==> config.mk <==
export PLATFORM = sky130hd
export DESIGN_NAME = lsu_mem_master
export DESIGN_NICKNAME = d
export VERILOG_FILES = /design/src/rtl/lsu_pkg.sv /design/src/rtl/lsu_load_align.sv /design/src/rtl/lsu_mem_master.sv
export SDC_FILE = /design/constraint.sdc
export NUM_CORES = 1
export LEC_CHECK = 0
export CAP_MARGIN = 40
export CORE_UTILIZATION = 35
export DETAILED_ROUTE_END_ITERATION = 8
export GPL_TIMING_DRIVEN = 0
export PLACE_DENSITY = 0.67
export SYNTH_ARGS = -nofsm -noshare
export SYNTH_HDL_FRONTEND = slang
export SYNTH_SLANG_ARGS = --single-unit
export TNS_END_PERCENT = 10
==> constraint.sdc <==
create_clock -name clk -period 4.7 [get_ports clk]
set_clock_uncertainty 0.2 [all_clocks]
set_input_delay 1.175 -clock clk [delete_from_list [all_inputs] [get_ports clk]]
set_output_delay 1.175 -clock clk [all_outputs]
set_load 0.01 [all_outputs]
==> src/rtl/lsu_pkg.sv <==
// Shared LSU types and helpers.
//   size_e      : access size encoding (byte/half/word; 3 is illegal)
//   state_e     : memory-master FSM states
//   lane_mask   : byte-lane strobe for a size at a byte offset
//   load_extend : align a read word to the access and sign/zero extend
//   misaligned  : request cannot be serviced (bad alignment or size)
package lsu_pkg;

  typedef enum logic [1:0] {
    SZ_B = 2'd0,
    SZ_H = 2'd1,
    SZ_W = 2'd2
  } size_e;

  typedef enum logic [1:0] {
    ST_IDLE   = 2'd0,
    ST_ACCESS = 2'd1,
    ST_RESP   = 2'd2
  } state_e;

  function automatic logic [3:0] lane_mask(input logic [1:0] size, input logic [1:0] off);
    logic [3:0] lanes;
    case (size)
      SZ_B:    lanes = 4'b0001;
      SZ_H:    lanes = 4'b0011;
      SZ_W:    lanes = 4'b1111;
      default: lanes = 4'b0000;
    endcase
    return lanes << off;
  endfunction

  function automatic logic [31:0] load_extend(input logic [31:0] word, input logic [1:0] off,
                                              input logic [1:0] size, input logic uns);
    logic [31:0] sh;
    logic [31:0] res;
    sh = word >> {off, 3'b000};
    case (size)
      SZ_B:    res = uns ? {24'b0, sh[7:0]}  : {{24{sh[7]}}, sh[7:0]};
      SZ_H:    res = uns ? {16'b0, sh[15:0]} : {{16{sh[15]}}, sh[15:0]};
      default: res = sh;
    endcase
    return res;
  endfunction

  function automatic logic misaligned(input logic [1:0] size, input logic [1:0] off);
    logic bad;
    case (size)
      SZ_B:    bad = 1'b0;
      SZ_H:    bad = off[0];
      SZ_W:    bad = (off != 2'b00);
      default: bad = 1'b1;
    endcase
    return bad;
  endfunction

endpackage

==> src/rtl/lsu_load_align.sv <==
// Combinational load alignment: shifts the addressed bytes of a memory word
// down to bit 0 and sign/zero extends according to size.
//   word : raw read word       off  : byte offset within word
//   size : access size         uns  : 1 = zero-extend
//   data : extended result
module lsu_load_align
  import lsu_pkg::*;
(
  input  logic [31:0] word,
  input  logic [1:0]  off,
  input  logic [1:0]  size,
  input  logic        uns,
  output logic [31:0] data
);

  assign data = load_extend(word, off, size, uns);

endmodule

==> src/rtl/lsu_mem_master.sv <==
// LSU memory master: turns one RV32 load/store request into a word-aligned
// access on the DPI memory port and returns the result on a valid/ready
// response channel. One transaction in flight at a time.
//   req_*  : request channel (valid/ready, wen, addr, wdata, size, unsigned)
//   resp_* : response channel (valid/ready, rdata, err)
//   mem_*  : memory port (valid, wen, raddr, waddr, wdata, wmask, rdata)
module lsu_mem_master
  import lsu_pkg::*;
#(
  parameter int LAT    = 1,
  parameter int ADDR_W = 32
) (
  input  logic              clk,
  input  logic              rst_n,
  input  logic              req_valid,
  output logic              req_ready,
  input  logic              req_wen,
  input  logic [ADDR_W-1:0] req_addr,
  input  logic [31:0]       req_wdata,
  input  logic [1:0]        req_size,
  input  logic              req_unsigned,
  output logic              resp_valid,
  input  logic              resp_ready,
  output logic [31:0]       resp_rdata,
  output logic              resp_err,
  output logic              mem_valid,
  output logic              mem_wen,
  output logic [ADDR_W-1:0] mem_raddr,
  output logic [ADDR_W-1:0] mem_waddr,
  output logic [31:0]       mem_wdata,
  output logic [7:0]        mem_wmask,
  input  logic [31:0]       mem_rdata
);

  state_e            state_q, state_d;
  logic [ADDR_W-1:0] addr_q, addr_d;
  logic [31:0]       wdata_q, wdata_d;
  logic [1:0]        size_q, size_d;
  logic              wen_q, wen_d;
  logic              uns_q, uns_d;
  logic [3:0]        cnt_q, cnt_d;
  logic [31:0]       rdata_q, rdata_d;
  logic              err_q, err_d;

  logic [31:0]       ld_data;
  logic              in_access;
  logic              last_cyc;
  logic [ADDR_W-1:0] word_addr;

  lsu_load_align u_align (
    .word (mem_rdata),
    .off  (addr_q[1:0]),
    .size (size_q),
    .uns  (uns_q),
    .data (ld_data)
  );

  always_comb begin
    state_d = state_q;
    addr_d  = addr_q;
    wdata_d = wdata_q;
    size_d  = size_q;
    wen_d   = wen_q;
    uns_d   = uns_q;
    cnt_d   = cnt_q;
    rdata_d = rdata_q;
    err_d   = err_q;
    case (state_q)
      ST_IDLE: begin
        if (req_valid) begin
          addr_d  = req_addr;
          wdata_d = req_wdata;
          size_d  = req_size;
          wen_d   = req_wen;
          uns_d   = req_unsigned;
          if (misaligned(req_size, req_addr[1:0])) begin
            // Fault is reported without ever touching memory.
            state_d = ST_RESP;
            err_d   = 1'b1;
            rdata_d = '0;
          end else begin
            state_d = ST_ACCESS;
            cnt_d   = 4'(LAT - 1);
          end
        end
      end
      ST_ACCESS: begin
        if (last_cyc) begin
          state_d = ST_RESP;
          err_d   = 1'b0;
          rdata_d = wen_q ? '0 : ld_data;
        end else begin
          cnt_d = cnt_q - 4'd1;
        end
      end
      ST_RESP: begin
        if (resp_ready) state_d = ST_IDLE;
      end
      default: state_d = ST_IDLE;
    endcase
  end

  always_ff @(posedge clk or negedge rst_n) begin
    if (!rst_n) begin
      state_q <= ST_IDLE;
      addr_q  <= '0;
      wdata_q <= '0;
      size_q  <= '0;
      wen_q   <= 1'b0;
      uns_q   <= 1'b0;
      cnt_q   <= '0;
      rdata_q <= '0;
      err_q   <= 1'b0;
    end else begin
      state_q <= state_d;
      addr_q  <= addr_d;
      wdata_q <= wdata_d;
      size_q  <= size_d;
      wen_q   <= wen_d;
      uns_q   <= uns_d;
      cnt_q   <= cnt_d;
      rdata_q <= rdata_d;
      err_q   <= err_d;
    end
  end

  // Memory port is decoded straight from state flops so an async reset
  // drops it in the same instant.
  assign in_access = (state_q == ST_ACCESS);
  assign last_cyc  = (cnt_q == 4'd0);
  assign word_addr = {addr_q[ADDR_W-1:2], 2'b00};

  assign mem_valid = in_access;
  assign mem_raddr = in_access ? word_addr : '0;
  assign mem_waddr = in_access ? word_addr : '0;
  // Write strobe only in the final cycle so a multi-cycle access writes once.
  assign mem_wen   = in_access & wen_q & last_cyc;
  assign mem_wdata = (in_access & wen_q) ? (wdata_q << {addr_q[1:0], 3'b000}) : '0;
  assign mem_wmask = (in_access & wen_q) ? {4'b0000, lane_mask(size_q, addr_q[1:0])} : '0;

  assign req_ready  = (state_q == ST_IDLE);
  assign resp_valid = (state_q == ST_RESP);
  assign resp_rdata = rdata_q;
  assign resp_err   = err_q;

endmodule
==> impl_results.md, run 1 <==
* Diodes inserted at 0
* GPL Wtd Cong at 0.857
* CP Max Fanout at 10
* Reg2Reg Depth at 7
* GR met2 Demand/Resource at 0.360
* Clock Sinks at 107
* CP top delay family: buffers and inverters
* Worst hold endpoint: addr_q[12]$_DFFE_PN0P_
* Top_reg_cell synth: dfrtp_1
* Synth Cell Area at 0.00597 mm2
* Core Region at 0.0166 mm2
* Cell Area, Placed at 0.00866 mm2
* Post-synth EDFFs at 0
* CTS tree: built
* Register area at 0.00268 mm2
* Critical-path cell list: buf_6 > buf_2 > buf_2 > clkbuf_1 > a211oi_1 > a211oi_1 > clkdlybuf4s50_1
* Starting density of the core at 0.359
* Vias/cell at 5.06
* CP max-delay cell: clkdlybuf4s50_1
* Unrepaired setup endpoints after global routing: false
* Post-synthesis sequential area ratio at 0.449
* TritonCTS Buffers at 9
* Vias at 5,223
* Peak VDD IR at 277 uV
* Status: finished, final reports clean
* Minimum clock period at 4.33 ns
* Largest net degree at the start of global routing at 65
* Per-cell routed wire length at 18.0 um
* Post-Synthesis Cells at 553
* Async SR Flop Fraction at 1.00
* Yosys cell types at 41
* CTS clk-pin slew, worst paths at 0.07 ns
* Final setup viols at 0
* Post-route DRC at 0
* Congestion Overflow GR at 0
* All-Layer GR Usage at 0.216
* Setup Buffers After CTS at 0
* Highest-count cells in the layout ignoring fill and taps: clkdlybuf4s50_1 (235), dfrtp_1 (107), mux2_2 (71)
* WS Path Type: flop to output pin
* Syn avg cell area at 10.8 um2
* Yosys warning count at 0
* R2r setup slk at 2.17 ns
* Share of layout cells above drive strength 1 at 0.192
* Relative slew margins at 0.522
* ANT nets after route at 0
* Die Y at 133 um
* Vias in the first global route at 5,471
* Drt total wl at 18,500 um
* Global-route wire length before repair at 29,400 um
* DR iter-0 viols at 262
* Worst path buffer plus inverter count at 5
* Worst hold start: addr_q[12]$_DFFE_PN0P_
* Met1 usage at 0.273
* Hold-fix buffers at CTS at 0
* Max-cap violations at 0
* Peak Freq at 0.231 GHz
* Startpoint Class: flop
* Area growth, synth to finish at 49.4%
* Critical R2R Capture: resp_rdata[4]$_DFFE_PN0P_
* Root buf cell: clkbuf_16
* Path category of the worst min-delay check: flop to flop
* I/O pin count at 245
* Drt first pass iters at 4
* Worst hold stages at 1
* M3 GR Usage at 0.0533
* Die W at 133 um
* CTS resizes at 0
* Die area at 0.0176 mm2
* R2R Path Start: state_q[1]$_DFFE_PN0P_
* Worst Setup End Kind: output pin
* Site Rows at 47
* Initial antenna violation count at 1
* Maximum clock path buffer count at 2
* Gr busiest metal: met2
* Post-route cell area at 0.00892 mm2
* Max-slew violation count at 0
* Fin nets at 918
* Number of synthesized register bits at 107
* Worst path arrival time at 2.96 ns
* Clk Latency, worst-skew pair at 0.35 ns
* Commonest non-fill, non-tap cell in the layout: clkdlybuf4s50_1
* IO buf count at 236
* CP required at 3.32 ns
* Slowest stage delay, CP at 0.61 ns
* Power Dens Cells at 615 mW/mm2
* Final period util at 0.922
* Multi-input logic area at 0.00278 mm2
* Fillers at 1,489
* Hpwl dp at 14,100 um
* Fin Hold WS at 0.296 ns
* Slew @ Worst Pin at 0.714 ns
* Max H-tree Level at 3
* Final Hold Vio Count at 0
* P_leak at 3.71 nW
==> how the worst max path moves through the flow <==
stage | from | end | cells after the start
3_3_place_gp | rst_n | addr_q[5]$_DFFE_PN0P_ | 1
4_1_cts | addr_q[0]$_DFFE_PN0P_ | mem_wdata[30] | 7
3_5_place_dp | addr_q[0]$_DFFE_PN0P_ | mem_wdata[30] | 7
2_1_floorplan | addr_q[0]$_DFFE_PN0P_ | mem_wdata[29] | 6
5_1_grt | addr_q[0]$_DFFE_PN0P_ | mem_wdata[30] | 7
6_report | addr_q[0]$_DFFE_PN0P_ | mem_wdata[30] | 7
==> Yosys cell counts, types with 3 or more instances <==
cell type  number  share of area
a32o_1         10          0.017
buf_6           5         0.0094
dfrtp_1       107           0.45
buf_1           4         0.0025
mux2i_1        32          0.054
a21oi_1        30          0.025
nand2_1        17          0.011
a211oi_1       21          0.026
clkbuf_1       14         0.0088
nand3b_1        3         0.0038
o2bb2ai_1      17          0.025
a22o_1         10          0.015
nand2b_1        4         0.0042
a2111oi_0       5         0.0073
inv_1           7         0.0044
ha_1            6          0.013
nor3b_1         3         0.0038
nor2_1         35          0.022
buf_2          21          0.018
mux2_2         71           0.13
buf_4          38          0.048
nor2b_1        18          0.019
and2_1         38          0.040
o21ai_0        16          0.013
==> state kept, by name, indices dropped and copies added (netlist names), 2 cells and up <==
register and cells:
addr_q 32, cnt_q 4, resp_rdata 32, size_q 2, state_q 2, wdata_q 32
==> stage by stage <==
step,setup TNS (ns),std cells,setup WS [ns],power [mW],utilization
CTS,0,1032,0.397,5.53,0.536
detailed placement,0,1017,0.798,4.80,0.520
global route,0,1032,0.252,5.86,0.536
floorplan,0,560,1.73,3.48,-
global placement,-213.17,1016,-2.00,4.72,0.519
finish,0,1032,0.367,5.49,0.536
==> where the power goes <==
part	switching, mW	internal [mW]
clock network	0.336	0.372
registers	0.277	1.37
logic	1.51	1.63
==> routing by layer <==
| metal | up-vias | share of wire |
|---|---|---|
| met4 | 2 | 0.016 |
| met2 | 219 | 0.48 |
| met3 | 23 | 0.075 |
| met1 | 2549 | 0.43 |
| li1 | 2430 | - |
| met5 | - | 0.00059 |
==> area by class of cell <==
cell class              instances  share of cell area
inverters                       7             0.00295
well taps                     220              0.0309
clock inverters                 2             0.00140
flip-flops and latches        107               0.300
multi-input cells             364               0.311
repair buffers                237               0.268
plain buffers                  82              0.0576
clock buffers                  13              0.0281
==> logic make-up (layout without fill, tap and decap cells) <==
kind of cell	Yosys count	count (layout)	share of synthesized area
AO/OA/AOI/OAI	118	118	0.142
buffers and inverters	89	341	0.0905
AND/OR/NAND/NOR	128	128	0.115
multiplexers	104	104	0.190
adder cells (fa/ha/maj)	6	6	0.0126
flip-flops	107	107	0.449
other	1	8	0.000628
No activity file was read; power rests on OpenSTA's default activity.
==> inputs of run 2 (changes only) <==
--- a/config.mk
+++ b/config.mk
@@ -10,6 +10,7 @@
 export DETAILED_ROUTE_END_ITERATION = 8
 export GPL_TIMING_DRIVEN = 0
 export PLACE_DENSITY = 0.67
+export REMOVE_ABC_BUFFERS = 1
 export SYNTH_ARGS = -nofsm -noshare
 export SYNTH_HDL_FRONTEND = slang
 export SYNTH_SLANG_ARGS = --single-unit
==> run 2 against run 1 <==
Compared with the run above: count of clock-buffer cells in the layout shrank 4; critical path type unchanged; largest power group unchanged; critical path depth shrank 1; utilization shrank 1.5 points; critical endpoint is now mem_wdata[5]; global-route usage shrank 2.0 points; fmax grew 1.2%; sequential share of layout area grew 0.91 points; register-to-register slack lost 0.22 ns.
==> impl_results.md, run 2 (synthesis gave the netlist of run 1 again) <==
* Status: finished, final reports clean
* CP top delay family: simple AND/OR/NAND/NOR gates
* Setup ws final at 0.419 ns
* CTS tree: built
* TritonCTS Buffers at 9
* Diodes inserted at 0
* Area growth, synth to finish at 45.2%
* IO buf count at 236
* Root buf cell: clkbuf_16
* Relative slew margins at 0.427
* Path category of the worst min-delay check: flop to flop
* Unrepaired setup endpoints after global routing: false
* R2r setup slk at 1.95 ns
* Drt total wl at 16,900 um
* Worst path arrival time at 2.91 ns
* R2R Path Start: state_q[1]$_DFFE_PN0P_
* Initial antenna violation count at 1
* Site Rows at 47
* Congestion Overflow GR at 0
* Place WS at 0.788 ns
* Highest-count cells in the layout ignoring fill and taps: clkdlybuf4s50_1 (235), dfrtp_1 (105), mux2_2 (71)
* Setup Buffers After CTS at 0
* ANT nets after route at 0
* Core Region at 0.0166 mm2
* Slew @ Worst Pin at 0.858 ns
* Worst Setup End Kind: output pin
* Per-cell routed wire length at 17.6 um
* Final Hold Vio Count at 0
* Fin nets at 849
* Largest net degree at the start of global routing at 59
* P_leak at 3.49 nW
* Post-route DRC at 0
* Slowest stage delay, CP at 0.57 ns
* Fin Hold WS at 0.291 ns
* Minimum clock period at 4.28 ns
* Starting density of the core at 0.359
* Max-slew violation count at 0
* I/O pin count at 245
* Die area at 0.0176 mm2
* Fillers at 1,442
* Hpwl dp at 12,400 um
* Clk Latency, worst-skew pair at 0.35 ns
* Power Dens Cells at 626 mW/mm2
* Vias in the first global route at 5,123
* DR iter-0 viols at 157
* CP Max Fanout at 20
* Peak VDD IR at 309 uV
* Final Non-Filler Cells at 964
* Worst hold endpoint: resp_rdata[11]$_DFFE_PN0P_
* Share of layout cells above drive strength 1 at 0.153
* Critical-path cell list: nand3b_1 > buf_8 > or2_2 > nor2_1 > and2_1 > clkdlybuf4s50_1
* Reg2Reg Depth at 6
* WS Path Type: flop to output pin
* GPL Wtd Cong at 0.806
* Final setup viols at 0
* Maximum clock path buffer count at 2
* Hold-fix buffers at CTS at 0
* Max H-tree Level at 3
* All-Layer GR Usage at 0.195
* CP required at 3.32 ns
* CTS resizes at 0
* Worst path buffer plus inverter count at 2
* Die Y at 133 um
* CP max-delay cell: clkdlybuf4s50_1
* Worst hold stages at 1
* Peak Freq at 0.234 GHz
* Startpoint Class: flop
* Placed cells at 948
* Global-route wire length before repair at 27,200 um
* Power Total at 5.43 mW
* CTS clk-pin slew, worst paths at 0.07 ns
* Vias/cell at 5.08
* Setup TNS at 0 ns
* Max-cap violations at 0
* Final period util at 0.911
* Drt first pass iters at 4
* Commonest non-fill, non-tap cell in the layout: clkdlybuf4s50_1
* Vias at 4,900
* Die W at 133 um
* Worst hold start: resp_rdata[11]$_DFFE_PN0P_
* Critical R2R Capture: resp_rdata[4]$_DFFE_PN0P_
* Clock Sinks at 107
run 2: changes by cell type in the layout (fill, tap and decap cells not counted), moves of 2 or more:
cell	before	now
buf_2	21	0
dfrtp_1	107	105
clkbuf_1	17	0
buf_8	0	3
bufinv_16	0	2
buf_4	39	3
buf_1	4	0
dfrtp_2	0	2
buf_12	0	3
clkinvlp_4	1	3
run 2: per-layer routing:
layer | track usage | share of wire | vias up
met1 | 0.241 | 0.42 | 2402
met3 | 0.0743 | 0.098 | 17
met5 | 0 | 0 | -
met4 | 0.0677 | 0.015 | 0
li1 | - | - | 2289
met2 | 0.313 | 0.47 | 192
run 2: per-stage QoR:
step	instance area, um2	utilization
final	8670	0.521
after global routing	8670	0.521
after CTS	8670	0.521
after detailed placement	8340	0.501
after global placement	8120	0.488
after floorplan	5480	-
run 2: cell type report:
type / instances / area [um2] / share of cell area
inverters: 7 / 26.3 / 0.00303
repair buffers: 250 / 2560 / 0.296
clock inverters: 7 / 100 / 0.0115
well taps: 220 / 275 / 0.0318
multi-input cells: 364 / 2800 / 0.323
flip-flops and latches: 107 / 2680 / 0.309
clock buffers: 9 / 225 / 0.0260
run 2: where the power goes:
| part | leakage (nW) | switching [mW] | internal, mW |
|---|---|---|---|
| registers | 1.32 | 0.408 | 1.37 |
| clock network | 0.148 | 0.365 | 0.470 |
| logic | 2.02 | 1.27 | 1.54 |
| total | 3.49 | 2.04 | 3.38 |
run 2: worst max path at each step:
stage                                 from  depth (start not counted)                        end
floorplan                        req_valid                          3  resp_rdata[2]$_DFFE_PN0P_
finish              state_q[1]$_DFFE_PN0P_                          6               mem_wdata[5]
global placement                 req_valid                          4  resp_rdata[3]$_DFFE_PN0P_
detailed placement   addr_q[1]$_DFFE_PN0P_                          5               mem_wdata[5]
CTS                  addr_q[1]$_DFFE_PN0P_                          5               mem_wdata[5]
global route         addr_q[1]$_DFFE_PN0P_                          5               mem_wdata[5]
==> inputs of run 3 (changes only) <==
--- a/config.mk
+++ b/config.mk
@@ -5,11 +5,10 @@
 export SDC_FILE = /design/constraint.sdc
 export NUM_CORES = 1
 export LEC_CHECK = 0
-export CAP_MARGIN = 40
 export CORE_UTILIZATION = 35
 export DETAILED_ROUTE_END_ITERATION = 8
+export DONT_BUFFER_PORTS = 1
 export GPL_TIMING_DRIVEN = 0
-export PLACE_DENSITY = 0.67
 export REMOVE_ABC_BUFFERS = 1
 export SYNTH_ARGS = -nofsm -noshare
 export SYNTH_HDL_FRONTEND = slang
==> run 3 against run 2 <==
Compared with the run above: design area shrank 28%; flip-flop and latch count is the same; sequential power grew 5%; count of clock-buffer cells in the layout is the same; largest power group unchanged; highest routed layer unchanged.
==> impl_results.md, run 3 (synthesis gave the netlist of run 1 again) <==
* Status: finished, final reports clean
* Vias in the first global route at 4,058
* Slew @ Worst Pin at 1.10 ns
* Hold-fix buffers at CTS at 0
* Clk Latency, worst-skew pair at 0.35 ns
* Site Rows at 47
* CTS tree: built
* Internal Pwr Total at 2.68 mW
* Power Dens Cells at 741 mW/mm2
* Final Util at 0.374
* Starting density of the core at 0.359
* Final setup viols at 0
* TritonCTS Buffers at 9
* CTS resizes at 0
* Share of layout cells above drive strength 1 at 0.213
* Die W at 133 um
* Vias/cell at 5.50
* Final Hold Vio Count at 0
* Highest-count cells in the layout ignoring fill and taps: dfrtp_1 (105), mux2_2 (71), and2_1 (38)
* Core Region at 0.0166 mm2
* Vias at 3,979
* CP Max Fanout at 12
* Placed cells at 706
* Path category of the worst min-delay check: flop to flop
* Die Y at 133 um
* Drt total wl at 14,600 um
* WS Path Type: flop to output pin
* Max H-tree Level at 3
* Logic gate share of total power at 0.419
* Sequential share of power at 0.406
* Setup ws final at 0.347 ns
* P_leak at 2.59 nW
* Diodes inserted at 0
* Commonest non-fill, non-tap cell in the layout: dfrtp_1
* Place WS at 0.533 ns
* Fin nets at 608
* DR iter-0 viols at 164
* Worst Setup End Kind: output pin
* Congestion Overflow GR at 0
* Largest net degree at the start of global routing at 108
* GPL Wtd Cong at 0.845
* ANT nets after route at 0
* Clk pwr share at 0.175
* Post-route DRC at 0
* I/O pin count at 245
* Hpwl dp at 10,000 um
* Max-cap violations at 0
* Worst path arrival time at 2.98 ns
* Area growth, synth to finish at 4.13%
* CTS clk-pin slew, worst paths at 0.08 ns
* Maximum clock path buffer count at 2
* Switching part of the total at 0.419
* Fin Hold WS at 0.303 ns
* Relative slew margins at 0.261
* Root buf cell: clkbuf_16
* IO buf count at 0
* Setup TNS at 0 ns
* Initial antenna violation count at 0
* Unrepaired setup endpoints after global routing: false
* Clock Sinks at 107
* Per-cell routed wire length at 20.2 um
* Peak VDD IR at 319 uV
* CP required at 3.32 ns
* Final period util at 0.926
* Die area at 0.0176 mm2
* Psw at 1.93 mW
* Peak Freq at 0.230 GHz
* Drt first pass iters at 4
* Max-slew violation count at 0
* Minimum clock period at 4.35 ns
* Final Non-Filler Cells at 723
* Global-route wire length before repair at 22,400 um
* Setup Buffers After CTS at 0
* Startpoint Class: flop
* All-Layer GR Usage at 0.162
==> run 3: cell types whose count changed in the layout (fill, tap and decap cells not counted), moves of 2 or more <==
cell,delta
buf_4,-3
buf_8,-2
clkdlybuf4s50_1,-235
clkinvlp_4,-2
inv_8,+2
==> run 3: worst paths after layout <==
kind | from | end | slack, ns | cells past startpoint
max reg2reg | state_q[1]$_DFFE_PN0P_ | resp_rdata[6]$_DFFE_PN0P_ | 1.49 | 5
max | state_q[0]$_DFFE_PN0P_ | mem_wdata[0] | 0.35 | 4
min in group asynchronous | rst_n | wdata_q[19]$_DFFE_PN0P_ | 0.31 | 0
max in group asynchronous | rst_n | wdata_q[24]$_DFFE_PN0P_ | 3.83 | 0
min | wdata_q[28]$_DFFE_PN0P_ | wdata_q[28]$_DFFE_PN0P_ | 0.30 | 1
min reg2reg | wdata_q[28]$_DFFE_PN0P_ | wdata_q[28]$_DFFE_PN0P_ | 0.30 | 1
==> run 3: worst max-delay path, cell delays in order (launching register included) <==
cell      delay (ns)
dfrtp_1         0.65
nand3b_1        0.55
or2_2           0.60
nor2_1          0.52
and2_1          0.29
==> run 3: layout make-up <==
| type | instances | area, um2 |
|---|---|---|
| well taps | 220 | 275 |
| clock buffers | 9 | 225 |
| multi-input cells | 365 | 2800 |
| repair buffers | 8 | 111 |
| flip-flops and latches | 107 | 2680 |
| clock inverters | 7 | 93.8 |
| inverters | 7 | 26.3 |
| fillers | 1652 | 10400 |
==> run 3: power groups by stage <==
stage	sequential (mW)	combinational [mW]	clock [mW]
6_report	1.87	1.93	0.807
5_1_grt	1.94	2.11	0.869
4_1_cts	1.86	1.94	0.840
3_5_place_dp	1.87	1.93	0
3_3_place_gp	1.94	1.80	0
2_1_floorplan	1.79	1.50	0
==> run 3: layer usage <==
metal	GRT usage	part of all wire	up-vias
li1	-	-	1804
met1	0.184	0.39	1963
met2	0.272	0.49	195
met3	0.0648	0.10	17
met4	0.0607	0.015	0
met5	0	0	-
==> run 3: metrics by stage <==
stage,power (mW),cell area [um2]
after floorplan,3.29,5480
after global placement,3.74,5760
after detailed placement,3.81,5890
after CTS,4.64,6210
after global routing,4.92,6220
final,4.61,6220
